`src/rtl/aes128_pkg.sv`:
```
// Shared types and constants for the AES-128 round sequencer.
package aes128_pkg;

  typedef enum logic [3:0] {
    ST_IDLE,
    ST_ARK0,
    ST_SB,
    ST_SR,
    ST_MC,
    ST_WAIT_KS,
    ST_ARK,
    ST_DONE,
    ST_ERROR
  } aes_round_state_t;

  localparam logic [7:0] AES_RCON_INIT = 8'h01;
  localparam logic [7:0] AES_RCON_POLY = 8'h1B;

  function automatic logic [7:0] aes_xtime(input logic [7:0] b);
    return {b[6:0], 1'b0} ^ (b[7] ? AES_RCON_POLY : 8'h00);
  endfunction

endpackage

```
`src/rtl/aes128_watchdog.sv`:
```
// Saturating cycle counter; expire_o flags TIMEOUT_CYCLES elapsed since clear.
module aes128_watchdog #(
  parameter int TIMEOUT_CYCLES = 64
) (
  input  logic clk_i,
  input  logic rst_i,
  input  logic clear_i,
  input  logic en_i,
  output logic expire_o
);

  localparam int W = $clog2(TIMEOUT_CYCLES + 1);
  localparam logic [W-1:0] LIMIT = W'(TIMEOUT_CYCLES);

  logic [W-1:0] cnt_q, cnt_d, cnt_now;

  // The clearing cycle counts as cycle zero of the new wait.
  always_comb begin
    cnt_now  = clear_i ? '0 : cnt_q;
    expire_o = en_i && (cnt_now == LIMIT);
    cnt_d    = cnt_now;
    if (en_i && (cnt_now != LIMIT)) begin
      cnt_d = cnt_now + W'(1);
    end
  end

  always_ff @(posedge clk_i) begin
    if (rst_i) begin
      cnt_q <= '0;
    end else begin
      cnt_q <= cnt_d;
    end
  end

endmodule

```
`src/rtl/aes128_round_ctrl.sv`:
```
// AES-128 round sequencer: start/done handshakes, round count, Rcon, watchdog.
module aes128_round_ctrl
  import aes128_pkg::*;
#(
  parameter int NUM_ROUNDS     = 10,
  parameter int TIMEOUT_CYCLES = 64
) (
  input  logic       clk_i,
  input  logic       rst_i,
  input  logic       start_i,
  output logic       busy_o,
  output logic       done_o,
  output logic       err_o,
  output logic [3:0] round_o,
  output logic [7:0] rcon_o,
  output logic       sb_start_o,
  output logic       sr_start_o,
  output logic       mc_start_o,
  output logic       ark_start_o,
  output logic       ks_start_o,
  input  logic       sb_done_i,
  input  logic       sr_done_i,
  input  logic       mc_done_i,
  input  logic       ark_done_i,
  input  logic       ks_done_i
);

  localparam logic [3:0] LAST = 4'(NUM_ROUNDS);

  aes_round_state_t state_q, state_d;
  logic       first_q;
  logic [3:0] round_q, round_d;
  logic [7:0] rcon_q, rcon_d;
  logic       ks_ok_q, ks_ok_d;

  logic in_ark0, in_sb, in_sr, in_mc, in_wks, in_ark;
  logic step_wait, ks_win, ks_seen;
  logic step_exp, ks_exp;

  assign in_ark0 = (state_q == ST_ARK0);
  assign in_sb   = (state_q == ST_SB);
  assign in_sr   = (state_q == ST_SR);
  assign in_mc   = (state_q == ST_MC);
  assign in_wks  = (state_q == ST_WAIT_KS);
  assign in_ark  = (state_q == ST_ARK);

  assign step_wait = in_ark0 | in_sb | in_sr | in_mc | in_ark;
  assign ks_win    = in_sb | in_sr | in_mc | in_wks;
  assign ks_seen   = ks_ok_q | ks_done_i;

  assign sb_start_o  = in_sb & first_q;
  assign ks_start_o  = in_sb & first_q;
  assign sr_start_o  = in_sr & first_q;
  assign mc_start_o  = in_mc & first_q;
  assign ark_start_o = (in_ark0 | in_ark) & first_q;

  assign busy_o  = step_wait | in_wks | (state_q == ST_DONE);
  assign done_o  = (state_q == ST_DONE);
  assign err_o   = (state_q == ST_ERROR);
  assign round_o = round_q;
  assign rcon_o  = rcon_q;

  aes128_watchdog #(
    .TIMEOUT_CYCLES(TIMEOUT_CYCLES)
  ) u_step_wd (
    .clk_i   (clk_i),
    .rst_i   (rst_i),
    .clear_i (step_wait & first_q),
    .en_i    (step_wait),
    .expire_o(step_exp)
  );

  // Key expansion is timed from its own start, across the whole round.
  aes128_watchdog #(
    .TIMEOUT_CYCLES(TIMEOUT_CYCLES)
  ) u_ks_wd (
    .clk_i   (clk_i),
    .rst_i   (rst_i),
    .clear_i (ks_start_o),
    .en_i    (ks_win & ~ks_ok_q),
    .expire_o(ks_exp)
  );

  always_comb begin
    state_d = state_q;
    round_d = round_q;
    rcon_d  = rcon_q;
    ks_ok_d = ks_ok_q | (ks_win & ks_done_i);
    unique case (state_q)
      ST_IDLE, ST_ERROR: begin
        if (start_i) begin
          state_d = ST_ARK0;
          round_d = '0;
          rcon_d  = AES_RCON_INIT;
          ks_ok_d = 1'b0;
        end
      end
      ST_ARK0: begin
        if (ark_done_i) begin
          round_d = 4'd1;
          state_d = ST_SB;
        end else if (step_exp) begin
          state_d = ST_ERROR;
        end
      end
      ST_SB: begin
        if (sb_done_i) state_d = ST_SR;
        else if (step_exp) state_d = ST_ERROR;
      end
      ST_SR: begin
        if (sr_done_i) begin
          if (round_q < LAST) state_d = ST_MC;
          else if (ks_seen) state_d = ST_ARK;
          else state_d = ST_WAIT_KS;
        end else if (step_exp) begin
          state_d = ST_ERROR;
        end
      end
      ST_MC: begin
        if (mc_done_i) state_d = ks_seen ? ST_ARK : ST_WAIT_KS;
        else if (step_exp) state_d = ST_ERROR;
      end
      ST_WAIT_KS: begin
        if (ks_seen) state_d = ST_ARK;
        else if (ks_exp) state_d = ST_ERROR;
      end
      ST_ARK: begin
        ks_ok_d = 1'b0;
        if (ark_done_i) begin
          if (round_q == LAST) begin
            state_d = ST_DONE;
          end else begin
            round_d = round_q + 4'd1;
            rcon_d  = aes_xtime(rcon_q);
            state_d = ST_SB;
          end
        end else if (step_exp) begin
          state_d = ST_ERROR;
        end
      end
      ST_DONE: state_d = ST_IDLE;
      default: state_d = ST_IDLE;
    endcase
  end

  always_ff @(posedge clk_i) begin
    if (rst_i) begin
      state_q <= ST_IDLE;
      first_q <= 1'b0;
      round_q <= '0;
      rcon_q  <= AES_RCON_INIT;
      ks_ok_q <= 1'b0;
    end else begin
      state_q <= state_d;
      first_q <= (state_d != state_q);
      round_q <= round_d;
      rcon_q  <= rcon_d;
      ks_ok_q <= ks_ok_d;
    end
  end

endmodule

```
`config.mk`:
```
export PLATFORM = sky130hd
export DESIGN_NAME = aes128_round_ctrl
export DESIGN_NICKNAME = d
export VERILOG_FILES = /design/src/rtl/aes128_pkg.sv /design/src/rtl/aes128_watchdog.sv /design/src/rtl/aes128_round_ctrl.sv
export SDC_FILE = /design/constraint.sdc
export NUM_CORES = 1
export LEC_CHECK = 0
export CORE_AREA = 2 2 65 67
export CTS_CLUSTER_DIAMETER = 150
export DETAILED_ROUTE_END_ITERATION = 12
export DIE_AREA = 0 0 67 69
export PLACE_DENSITY = 0.76
export SETUP_SLACK_MARGIN = 0.3
export SLEW_MARGIN = 10
export SYNTH_ARGS = -nofsm -noshare
export SYNTH_HDL_FRONTEND = slang
export SYNTH_SLANG_ARGS = --single-unit
```
`constraint.sdc`:
```
create_clock -name clk_i -period 3.8 [get_ports clk_i]
set_clock_uncertainty 0.05 [all_clocks]
set_input_delay 0.76 -clock clk_i [delete_from_list [all_inputs] [get_ports clk_i]]
set_output_delay 0.76 -clock clk_i [all_outputs]
set_load 0.01 [all_outputs]
```
==> results_dict.tcl <==
set metrics [dict create \
    portBuffers 27 \
    track_usage_pct 22.8 \
    wire_per_inst_um 15.1 \
    grt_pass1_wl_um 8300 \
    num_vias 1981 \
    cts_hold_buf 0 \
    synthTopCellsByCount "32 x dfxtp_1, 32 x nor2_1, 26 x nand2_1" \
    leakage_nw 0.899 \
    tightest_slew_ps 1080 \
    num_rows 23 \
    max_freq_mhz 307 \
    diodes 0 \
    place_congestion 0.895 \
    grt_setup_unrepaired "no" \
    postCtsSetupBuffers 0 \
    powerDensity_mw_per_mm2 344 \
    place_area_sq_mm 0.00233 \
    final.period_utilization_pct 85.7 \
    hold_viol_final 0 \
    final_max_slew_viol_count 0 \
    die-width_um 67 \
    avgViaCountPerCell 5.93 \
    synthCells 259 \
    final-setup-viol-count 0 \
    fin_area_sq_mm 0.00242 \
    syn_avg_cell_area_sq_um 7.77 \
    drive_gt1_share_pct 7.04 \
    startpoint_type "flop" \
    critical_path_arrival_ps 3400 \
    antenna_found_initial 0 \
    numCtsBuffers 5 \
    clk_pin_slew_ps 70 \
    hpwl_um 3590 \
    worstHoldPathType "reg -> reg" \
    io_pins 28 \
    max_cap_violations 0 \
    crit_type "reg -> reg" \
    postRouteAntennaNets 0 \
    ys_seq_area_share_pct 31.8 \
    min_period_ps 3260 \
    required_ps 3940 \
    clk_path_buf_depth 2 \
    drt_iter0_drc 245 \
    clockRootBuffer "clkbuf_8" \
    coreArea_sq_mm 0.00391 \
    path_max_fanout 17 \
    yosys.area.top_type "dfxtp_1" \
    fin_tns_setup_ps 0 \
    die_h_um 69 \
    layout.nets 297 \
    area_growth_pct 20.3 \
    grt_remaining_overflow 0 \
    clock_latency_ps 280 \
    syn_area_sq_mm 0.00201 \
    dieArea_sq_mm 0.00462 \
    synthTopCellsByArea "dfxtp_1 32%, nor2_1 6.0%, xnor2_1 5.7%" \
    clock_sink_count 32 \
    drc 0 \
    reg2reg_slack_ps 540 \
    ys.flop_type "dfxtp_1" \
    yosys_warnings 0 \
    status "finished, final reports clean" \
    synth-async-reset-ratio_pct 0 \
    fillers 365 \
    slew_headroom_pct 27.4 \
    synth_top_area_share_pct 31.8 \
    vdd_drop_max_v 0.000284 \
    end_kind "flop" \
    grt_max_degree 27 \
    synth-edff-count 0 \
    grt_pass1_vias 1782 \
    ys_types 53 \
    cts_tree "yes" \
    routed_wl_um 5040 \
    synthesis.nets 273 \
    holdWs_ps 424 \
    htreeDepth 2 \
    initial_core_util_pct 51.4 \
    dr.pass1.iters 7 \
    ys_ff_latch 32 \
    post_cts_resized 0 \
]
[cell type report]
type,count,area [sq um],area share (%)
multi-input cells,199,1260,52.0
flip-flops and latches,32,641,26.5
repair buffers,34,323,13.3
clock buffers,7,86.3,3.57
well taps,50,62.6,2.58
inverters,11,41.3,1.71
clock inverters,1,7.51,0.310
[registers in the layout, indices dropped and copies added (netlist names)]
| signal | count |
|---|---|
| rcon_o | 8 |
| first_q | 1 |
| u_step_wd.cnt_q | 7 |
| round_o | 4 |
| u_ks_wd.cnt_q | 7 |
| state_q | 4 |
| ks_ok_q | 1 |
[metal layers]
layer / wire (um) / vias to the layer above / GRT usage [%]
li1: - / 966 / -
met1: 2390 / 946 / 31.5
met2: 2340 / 59 / 35.2
met3: 257 / 10 / 5.87
met4: 49 / 0 / 5.44
met5: 0 / - / 0
[cells in the final DEF, fill, tap and decap left out, types with 2 or more instances in the layout]
master	instances
inv_1	11
and4_1	3
dfxtp_1	32
nor2_1	32
o21ai_0	4
nand2_1	26
nor2b_1	4
mux2i_1	2
and2_1	6
xor2_1	4
clkbuf_8	6
a211oi_1	3
xnor2_1	13
nor4b_1	3
nor4bb_1	2
clkdlybuf4s50_1	27
nand4_1	11
nand2b_1	3
nor3b_1	2
or3_1	4
buf_4	7
a21oi_1	18
ha_1	6
a2bb2oi_1	2
and3_1	2
nor3_1	7
o21a_1	3
a31oi_1	4
nand3_1	11
o21bai_1	2
[worst paths after layout]
check / start / end / depth (start not counted)
worst max-delay path: state_q[3]$_SDFF_PP0_ / first_q$_SDFF_PP0_ / 10
worst max register to register: state_q[3]$_SDFF_PP0_ / first_q$_SDFF_PP0_ / 10
worst min-delay path: rcon_o[6]$_SDFFE_PP0P_ / rcon_o[6]$_SDFFE_PP0P_ / 2
worst min register to register: rcon_o[6]$_SDFFE_PP0P_ / rcon_o[6]$_SDFFE_PP0P_ / 2
[kinds of logic (layout without fill, tap and decap cells)]
family	count (synthesis)	in the layout	synth area share, %
xor gates and xnor gates	17	17	7.40
buffers and inverters	28	53	5.59
muxes	2	2	0.994
adders and majority gates	6	6	3.73
AOI/OAI and AO/OA	51	51	18.1
and+or+nand+nor	123	123	32.4
DFF	32	32	31.8
[power by group]
group | leakage [nW] | total [mW] | internal (mW) | switching, mW
Sequential | 0.259 | 0.359 | 0.348 | 0.0110
Combinational | 0.595 | 0.195 | 0.0788 | 0.117
Clock | 0.0445 | 0.278 | 0.147 | 0.131
[critical path, stage by stage (launching register included)]
cell and delay, ps:
dfxtp_1 490, nor4b_2 380, nand2_1 190, and2_1 220
inv_1 70, ha_1 130, or4b_4 460, a2111oi_4 430
a21oi_2 100, or4_1 480, a31oi_1 170
[per-stage QoR]
step                      total power [mW]  worst slack, ps  cells  util [%]
after detailed placement             0.558              576    326      59.5
after CTS                            0.835              554    334      61.9
after floorplan                      0.498              672    259         -
after global placement               0.556              663    326      59.5
after global routing                 0.877              337    334      61.9
final                                0.833              542    334      61.9
No activity file was read; power rests on OpenSTA's default activity.
